$ cat config.mk
export PLATFORM = sky130hd
export DESIGN_NAME = led_cube_uart_tx
export DESIGN_NICKNAME = d
export VERILOG_FILES = /design/src/rtl/led_cube_uart_pkg.sv /design/src/rtl/led_cube_byte_fifo.sv /design/src/rtl/led_cube_uart_tx.sv
export SDC_FILE = /design/constraint.sdc
export NUM_CORES = 1
export LEC_CHECK = 0
export CORE_MARGIN = 4
export CORE_UTILIZATION = 44
export CTS_BUF_LIST = sky130_fd_sc_hd__clkbuf_2
export CTS_CLUSTER_DIAMETER = 50
export DETAILED_ROUTE_END_ITERATION = 10
export GPL_ROUTABILITY_DRIVEN = 0
export PLACE_DENSITY = 0.67
export REMOVE_ABC_BUFFERS = 1
export SLEW_MARGIN = 20
export SYNTH_ARGS = -nofsm -noshare
export SYNTH_HDL_FRONTEND = slang
export SYNTH_SLANG_ARGS = --single-unit
$ cat constraint.sdc
create_clock -name clk -period 2.7 [get_ports clk]
set_input_delay 0.27 -clock clk [delete_from_list [all_inputs] [get_ports clk]]
set_output_delay 0.27 -clock clk [all_outputs]
set_load 0.01 [all_outputs]
$ cat src/rtl/led_cube_uart_pkg.sv
// Shared definitions for the cube's UART Avalon masters: register map,
// status bit positions and the transmit FSM state type.
package led_cube_uart_pkg;

    localparam int unsigned UART_REG_RXDATA  = 0;
    localparam int unsigned UART_REG_TXDATA  = 1;
    localparam int unsigned UART_REG_STATUS  = 2;
    localparam int unsigned UART_REG_CONTROL = 3;

    localparam int unsigned UART_ST_TMT  = 5;
    localparam int unsigned UART_ST_TRDY = 6;
    localparam int unsigned UART_ST_RRDY = 7;

    typedef enum logic [2:0] {
        TX_IDLE,
        TX_STAT_RD,
        TX_STAT_WAIT,
        TX_GAP,
        TX_WRITE
    } tx_state_e;

endpackage

$ cat src/rtl/led_cube_byte_fifo.sv
// Byte FIFO buffering outgoing characters; can_push is registered from the
// next-cycle count so it never lets a push land on a full buffer.
module led_cube_byte_fifo #(
    parameter int unsigned DEPTH = 8
) (
    input  logic                     clk,
    input  logic                     rst_n,
    input  logic                     push,
    input  logic [7:0]               push_data,
    input  logic                     pop,
    output logic [7:0]               head,
    output logic [$clog2(DEPTH):0]   count,
    output logic                     full,
    output logic                     empty,
    output logic                     can_push
);

    localparam int unsigned AW = $clog2(DEPTH);
    localparam int unsigned CW = AW + 1;
    localparam logic [CW-1:0] DEPTH_C = CW'(DEPTH);

    logic [7:0]    mem_q [DEPTH];
    logic [AW-1:0] wr_ptr_q, wr_ptr_d;
    logic [AW-1:0] rd_ptr_q, rd_ptr_d;
    logic [CW-1:0] count_q, count_d;
    logic          can_push_q, can_push_d;
    logic          push_ok, pop_ok;

    assign full     = (count_q == DEPTH_C);
    assign empty    = (count_q == '0);
    assign push_ok  = push && !full;
    assign pop_ok   = pop && !empty;
    assign head     = mem_q[rd_ptr_q];
    assign count    = count_q;
    assign can_push = can_push_q;

    always_comb begin
        wr_ptr_d = wr_ptr_q;
        rd_ptr_d = rd_ptr_q;
        count_d  = count_q;
        if (push_ok) wr_ptr_d = wr_ptr_q + 1'b1;
        if (pop_ok)  rd_ptr_d = rd_ptr_q + 1'b1;
        case ({push_ok, pop_ok})
            2'b10:   count_d = count_q + 1'b1;
            2'b01:   count_d = count_q - 1'b1;
            default: count_d = count_q;
        endcase
        can_push_d = (count_d < DEPTH_C);
    end

    always_ff @(posedge clk) begin
        if (!rst_n) begin
            wr_ptr_q   <= '0;
            rd_ptr_q   <= '0;
            count_q    <= '0;
            can_push_q <= 1'b1;
        end else begin
            wr_ptr_q   <= wr_ptr_d;
            rd_ptr_q   <= rd_ptr_d;
            count_q    <= count_d;
            can_push_q <= can_push_d;
        end
    end

    always_ff @(posedge clk) begin
        if (push_ok) mem_q[wr_ptr_q] <= push_data;
    end

endmodule

$ cat src/rtl/led_cube_uart_tx.sv
// Transmit-side Avalon-MM master: buffers bytes, polls UART status until TRDY,
// then writes one byte to txdata per successful status read.
module led_cube_uart_tx
    import led_cube_uart_pkg::*;
#(
    parameter int unsigned DEPTH       = 8,
    parameter int unsigned ADDR_TXDATA = UART_REG_TXDATA,
    parameter int unsigned ADDR_STATUS = UART_REG_STATUS,
    parameter int unsigned TRDY_BIT    = UART_ST_TRDY,
    parameter int unsigned POLL_GAP    = 4
) (
    input  logic                     clk,
    input  logic                     rst_n,
    input  logic [7:0]               tx_data,
    input  logic                     tx_valid,
    output logic                     tx_ready,
    output logic [4:0]               avm_address,
    output logic                     avm_read,
    input  logic [15:0]              avm_readdata,
    input  logic                     avm_readdatavalid,
    input  logic                     avm_waitrequest,
    output logic                     avm_write,
    output logic [15:0]              avm_writedata,
    output logic [$clog2(DEPTH):0]   fifo_count,
    output logic                     tx_busy
);

    localparam int unsigned CW = $clog2(DEPTH) + 1;
    localparam int unsigned GW = $clog2(POLL_GAP + 1);
    localparam logic [4:0]    ADDR_TX_C = 5'(ADDR_TXDATA);
    localparam logic [4:0]    ADDR_ST_C = 5'(ADDR_STATUS);
    localparam logic [GW-1:0] GAP_LOAD  = GW'(POLL_GAP);

    tx_state_e     state_q, state_d;
    logic [GW-1:0] poll_q, poll_d;

    logic          fifo_push, fifo_pop, fifo_full, fifo_empty;
    logic [7:0]    fifo_head;
    logic          trdy;
    logic          rdata_unused;

    assign trdy         = avm_readdata[TRDY_BIT];
    assign rdata_unused = ^avm_readdata;
    assign fifo_push    = tx_valid && tx_ready && !fifo_full;
    assign tx_busy      = !fifo_empty || (state_q != TX_IDLE);

    led_cube_byte_fifo #(
        .DEPTH (DEPTH)
    ) u_fifo (
        .clk       (clk),
        .rst_n     (rst_n),
        .push      (fifo_push),
        .push_data (tx_data),
        .pop       (fifo_pop),
        .head      (fifo_head),
        .count     (fifo_count),
        .full      (fifo_full),
        .empty     (fifo_empty),
        .can_push  (tx_ready)
    );

    always_comb begin
        state_d       = state_q;
        poll_d        = poll_q;
        avm_read      = 1'b0;
        avm_write     = 1'b0;
        avm_address   = ADDR_ST_C;
        avm_writedata = '0;
        fifo_pop      = 1'b0;
        case (state_q)
            TX_IDLE: begin
                // Watching the push as well as the count saves a cycle of latency.
                if (!fifo_empty || fifo_push) state_d = TX_STAT_RD;
            end
            TX_STAT_RD: begin
                avm_read = 1'b1;
                if (!avm_waitrequest) begin
                    if (avm_readdatavalid) begin
                        if (trdy) begin
                            state_d = TX_WRITE;
                        end else begin
                            state_d = TX_GAP;
                            poll_d  = GAP_LOAD;
                        end
                    end else begin
                        state_d = TX_STAT_WAIT;
                    end
                end
            end
            TX_STAT_WAIT: begin
                if (avm_readdatavalid) begin
                    if (trdy) begin
                        state_d = TX_WRITE;
                    end else begin
                        state_d = TX_GAP;
                        poll_d  = GAP_LOAD;
                    end
                end
            end
            TX_GAP: begin
                poll_d = poll_q - 1'b1;
                if (poll_q <= GW'(1)) state_d = TX_STAT_RD;
            end
            TX_WRITE: begin
                avm_write     = 1'b1;
                avm_address   = ADDR_TX_C;
                avm_writedata = {8'h00, fifo_head};
                if (!avm_waitrequest) begin
                    fifo_pop = 1'b1;
                    // A same-cycle push keeps the FIFO non-empty after this pop.
                    if (fifo_count == CW'(1) && !fifo_push) state_d = TX_IDLE;
                    else                                     state_d = TX_STAT_RD;
                end
            end
            default: state_d = TX_IDLE;
        endcase
    end

    always_ff @(posedge clk) begin
        if (!rst_n) begin
            state_q <= TX_IDLE;
            poll_q  <= '0;
        end else begin
            state_q <= state_d;
            poll_q  <= poll_d;
        end
    end

endmodule
==> run summary, run 1 <==
Cell area after layout -> 4450 sq um
Kind of critical path -> reg -> out
FFs w/ async S/R, synth -> 0%
# hold bufs at CTS -> 0
Root buffer cell -> clkbuf_2
Yosys top cell area share -> 50.6%
Starting Density -> 45.8%
CTS clk-pin slew, worst paths -> 0.28 ns
TNS Setup -> 0 ns
Clock network power share -> 27.5%
Core ar. -> 8300 sq um
Synth Warn # -> 0
H-tree Lvls -> 3
Total CTS buffers -> 9
ANT nets after route -> 0
Router iterations before antenna repair -> 4
Top FF cell, synth -> edfxtp_1
FF+latch count, synth -> 84
Max cap viols -> 0
Routed WL per cell -> 16.8 um
Endpoints failing hold -> 0
Worst min path class -> in -> reg
Largest net degree at the start of global routing -> 18
First-pass GRT wire length -> 11200 um
Net Sw Power -> 0.000745 W
Register area share after synthesis -> 61.1%
Worst-path maximum fanout -> 8
DRC viols -> 0
Slew Viols, Final -> 0
Number of vias per cell -> 5.20
Worst-Margin Slew -> 0.567 ns
Critical Path Slowest Stage Cell -> mux4_2
Rows -> 33
Max Freq -> 389 MHz
Gate Count Post-Synth -> 261
Ant diodes -> 0
Worst Setup Start Kind -> flop
DRT Wirelength -> 7030 um
Arrival @ worst endpoint -> 2.30 ns
Critical path required time -> 2.43 ns
Remaining global-route overflow -> 0
Slew HR -> 62.2%
Area leader, netlist -> edfxtp_1
Internal power contribution -> 0.00189 W
Antenna violations before repair -> 0
Total I/O pin count -> 58
Die area -> 10200 sq um
Share of layout cells above drive strength 1 -> 19.8%
Cell Area, Synth -> 3800 sq um
Post-DP Area -> 4240 sq um
Final setup viols -> 0
Vias in the first global route -> 2170
I/O Buffers -> 31
Number of synthesized flops with an enable pin -> 64
Critical Path End Type -> output port
Static leakage power -> 1.62 nW
Nets -> 347
Die Span Y -> 101 um
Worst vdd ir -> 0.245 mV
GRT Total Usage -> 14.7%
Critical path cell sequence -> clkbuf_16, mux4_2, mux2i_1, nor2_1, clkdlybuf4s50_1
Logic gate share of total power -> 16.0%
Sequential Power Share -> 56.5%
Worst-skew pair later-pin latency -> 0.56 ns
HPWL after detailed placement -> 4680 um
Clk sinks -> 84
Syn avg cell area -> 14.6 sq um
Area grow syn2layout -> 17.1%
Worst Skew -> 0.0367 ns
Pwr dens -> 592 nW/um^2
Final period util -> 95.1%
Vias post-DR -> 2174
Fin crit period -> 2.57 ns
Synth cell types -> 49
Die Width -> 101 um
Main area contributors after synthesis -> edfxtp_1 51%, dfxtp_1 11%, mux4_2 9.5%
Max clock buf depth -> 2
CTS tree -> yes
Switching share of power -> 28.3%
Max incr delay on CP -> 0.50 ns
Initial DRC Count -> 99
Run status -> finished clean
## power by group through the flow
stage | Sequential (W) | Clock [W] | Combinational (W)
CTS | 0.00149 | 0.000747 | 0.000423
finish | 0.00149 | 0.000724 | 0.000422
detailed placement | 0.00151 | 0 | 0.000422
global placement | 0.00151 | 0 | 0.000411
floorplan | 0.00151 | 0 | 0.000253
global route | 0.00149 | 0.000808 | 0.000468
## synthesized netlist by cell type (all sizes together) (2+ instances only)
master and number:
nor3b 6, mux4 16, nand4 2, a21oi 11, xor2 3, xnor2 3, o21ai 6, clkbuf 4
nand2 11, edfxtp 64, a311oi 2, dfxtp 20, nor3 7, nand2b 4, and3b 2, mux2i 12
a211oi 3, inv 13, buf 19, a21o 2, nor2b 2, o2111ai 2, nor2 21, nand3b 2
ha 10, nand3 2
## worst max-delay path, delay by kind of cell (launching register included)
| kind | cells | cell delay, ns |
|---|---|---|
| mux | 2 | 0.63 |
| simple gates | 1 | 0.06 |
| flops | 1 | 0.43 |
| buf+inv | 2 | 0.64 |
## layout by cell type (no fill, tap or decap), drive strengths merged, types with 3 or more instances in the layout
cell and n:
buf 17, dlymetal6s2s 5, clkdlybuf4s50 25, ha 10, xor2 3, nor3b 6
inv 17, nor2 21, clkbuf 10, mux2i 12, conb 11, dfxtp 20
xnor2 3, a21oi 11, nor3 7, nand2b 4, mux4 16, a211oi 3
o21ai 6, edfxtp 64, nand2 11
## worst paths after layout
kind / slack [ns] / startpoint / endpoint / cells past startpoint
min: 0.40 / tx_data[7] / u_fifo.mem_q[5][7] / 1
max: 0.13 / flop / avm_writedata[7] / 5
max reg2reg: 0.35 / u_fifo.count[0] / u_fifo.count[2] / 10
min reg2reg: 0.53 / u_fifo.rd_ptr_q[2] / flop / 2
## final cells by class
cell class | instances | area [sq um]
tap | 105 | 131
sequential | 84 | 2330
clock inverter | 7 | 91.3
timing repair buffer | 49 | 487
multi-input combinational | 151 | 1320
clock buffer | 9 | 45.0
fill | 695 | 3850
inverter | 13 | 51.3
## timing repair
action	4_1_cts	5_1_grt
resized for setup	3	6
setup buffers	0	4
cloned	0	1
setup endpoints to repair	3	8
## flip-flops by register name, summed over array words and instances, names as in the netlist, named ones only
| name | count |
|---|---|
| u_fifo.wr_ptr_q | 3 |
| u_fifo.count | 3 |
| u_fifo.can_push | 1 |
| u_fifo.rd_ptr_q | 3 |
| state_q | 3 |
| u_fifo.mem_q | 64 |
| poll_q | 3 |
## metal layers
metal | GRT usage (%) | share of wire (%)
met3 | 2.63 | 3.6
met1 | 20.0 | 47
met4 | 7.06 | 1.8
met2 | 22.7 | 48
met5 | 0 | 0
## through the flow
step / std cells / hold slack, ns / utilization (%) / total power (W) / worst slack, ns
floorplan: 248 / 0.369 / - / 0.00176 / 0.455
global placement: 397 / 0.487 / 51.1 / 0.00192 / 0.376
detailed placement: 397 / 0.503 / 51.1 / 0.00194 / 0.343
CTS: 413 / 0.348 / 52.8 / 0.00266 / 0.0167
global route: 418 / 0.357 / 53.6 / 0.00277 / -0.0135
finish: 418 / 0.397 / 53.6 / 0.00263 / 0.131
## cell families after synthesis
logic type,share of synthesized area [%]
DFF,61.1
xor gates and xnor gates,1.38
buffers and inverters,5.24
adders and majority gates,3.29
other,0.0987
AOI/OAI and AO/OA,5.73
and+or+nand+nor,10.5
muxes,12.6
(Power assumes the default switching activity.)
==> run 2: changes to the inputs <==
--- a/config.mk
+++ b/config.mk
@@ -6,13 +6,12 @@
 export NUM_CORES = 1
 export LEC_CHECK = 0
 export CORE_MARGIN = 4
-export CORE_UTILIZATION = 44
+export CORE_UTILIZATION = 55
 export CTS_BUF_LIST = sky130_fd_sc_hd__clkbuf_2
 export CTS_CLUSTER_DIAMETER = 50
 export DETAILED_ROUTE_END_ITERATION = 10
 export GPL_ROUTABILITY_DRIVEN = 0
-export PLACE_DENSITY = 0.67
-export REMOVE_ABC_BUFFERS = 1
+export PLACE_DENSITY = 0.81
 export SLEW_MARGIN = 20
 export SYNTH_ARGS = -nofsm -noshare
 export SYNTH_HDL_FRONTEND = slang
==> run 2 against run 1 <==
Effect of this change:
- clock power increased by 13%
- fmax increased by 0.75%
- wire length decreased by 6.6%
- critical endpoint is now avm_writedata[3]
==> run summary, run 2 (same netlist as run 1, synthesis figures left out) <==
DRC viols -> 0
Fin cells -> 388
Number of flip-flops in the largest register -> 64
DRT Wirelength -> 6560 um
HPWL after detailed placement -> 4510 um
Clk sinks -> 84
Logic gate share of total power -> 14.7%
Critical path cell sequence -> buf_12, mux4_2, mux2i_1, nor2_1, clkdlybuf4s50_1
I/O Buffers -> 31
Critical path required time -> 2.43 ns
Commonest non-fill, non-tap cell in the layout -> edfxtp_1
Share of layout cells above drive strength 1 -> 18.5%
Worst-path maximum fanout -> 16
Worst Skew -> 0.0322 ns
Sequential Power Share -> 55.1%
Max clock buf depth -> 2
Remaining global-route overflow -> 0
Worst min path class -> in -> reg
TNS Setup -> 0 ns
Max incr delay on CP -> 0.52 ns
Die Span Y -> 91.1 um
ANT nets after route -> 0
Antenna violations before repair -> 0
First-pass GRT wire length -> 10900 um
Highest-count cells in the layout ignoring fill and taps -> 64 x edfxtp_1, 31 x clkdlybuf4s50_1, 21 x nor2_1, 17 x dfxtp_1, 16 x mux4_2
Routed WL per cell -> 16.9 um
Vias post-DR -> 2158
Net Sw Power -> 0.000677 W
Worst-Margin Slew -> 0.586 ns
Buffers plus inverters on the worst setup path -> 2
Kind of critical path -> reg -> out
Nets -> 343
Slew HR -> 60.9%
GRT Total Usage -> 17.3%
Endpoints failing hold -> 0
Die area -> 8300 sq um
Pwr dens -> 621 nW/um^2
Worst Setup Start Kind -> flop
Total CTS buffers -> 9
Root buffer cell -> clkbuf_2
Final period util -> 94.4%
Initial DRC Count -> 105
Largest net degree at the start of global routing -> 17
Clock network power share -> 30.2%
Critical Path End Type -> output port
Core ar. -> 6760 sq um
Max cap viols -> 0
Starting Density -> 56.2%
Final setup viols -> 0
Run status -> finished clean
Rows -> 30
Delay-heaviest family, CP -> multiplexers
CTS tree -> yes
DP Cell Count -> 372
Switching share of power -> 24.9%
Number of vias per cell -> 5.56
Fin crit period -> 2.55 ns
Largest register by flop count -> u_fifo.mem_q
Area grow syn2layout -> 15.2%
Slew Viols, Final -> 0
Critical Path Slowest Stage Cell -> mux4_2
Hold slack final -> 0.448 ns
H-tree Lvls -> 3
Router iterations before antenna repair -> 4
Die Width -> 91.1 um
Ant diodes -> 0
Arrival @ worst endpoint -> 2.28 ns
Max Freq -> 392 MHz
Worst vdd ir -> 0.432 mV
CTS clk-pin slew, worst paths -> 0.24 ns
Vias in the first global route -> 2143
Unrepaired setup endpoints after global routing -> false
Worst-skew pair later-pin latency -> 0.52 ns
Static leakage power -> 1.51 nW
Internal power contribution -> 0.00204 W
Total I/O pin count -> 58
run 2: final timing paths:
check / from / end / slack (ns) / cells past startpoint
max: flop / avm_writedata[3] / 0.15 / 5
max reg2reg: u_fifo.count[0] / u_fifo.count[2] / 0.38 / 10
min: tx_data[1] / u_fifo.mem_q[0][1] / 0.45 / 1
min reg2reg: poll_q[0] / poll_q[0] / 0.53 / 1
run 2: area by class of cell:
cell class,count,area (sq um)
multi-input combinational,151,1320
tap,80,100
clock inverter,6,111
fill,475,2380
inverter,13,51.3
timing repair buffer,45,428
sequential,84,2330
clock buffer,9,45.0
run 2: metal layers:
| metal | vias to the layer above | routed length [um] | track usage [%] |
|---|---|---|---|
| met5 | - | 0 | 0 |
| met4 | 0 | 103 | 5.65 |
| met3 | 8 | 324 | 4.72 |
| met2 | 58 | 3210 | 26.9 |
| met1 | 1049 | 2930 | 23.7 |
| li1 | 1043 | - | - |
run 2: repair_timing:
action                     in CTS  in global routing
setup endpoints to repair       0                  8
setup buffers                   0                  1
resized for setup               0                  3
hold buffers                    0                  0
run 2: worst register-to-register path, cell delays in order (launching register included):
cell,delay (ns)
dfxtp_1,0.50
inv_1,0.12
ha_1,0.24
nor3b_4,0.17
buf_4,0.16
nor3_4,0.20
inv_1,0.08
ha_1,0.38
inv_1,0.12
a21oi_1,0.07
a311oi_1,0.23
run 2: through the flow:
step / utilization [%] / area (sq um) / power (W) / setup WS [ns]
after floorplan: - / 3840 / 0.00179 / 0.455
after detailed placement: 62.3 / 4210 / 0.00192 / 0.397
after global routing: 64.8 / 4380 / 0.00284 / 0.00381
final: 64.8 / 4380 / 0.00272 / 0.150
after CTS: 64.6 / 4370 / 0.00274 / 0.0395
after global placement: 62.3 / 4210 / 0.00191 / 0.428
run 2: power groups by stage:
stage                     Combinational (W)  Clock [W]  Sequential, W
after floorplan                    0.000303          0        0.00149
after global placement             0.000393          0        0.00152
after detailed placement           0.000401          0        0.00152
after CTS                          0.000402   0.000838        0.00149
after global routing               0.000444   0.000889        0.00151
final                              0.000400   0.000820        0.00150
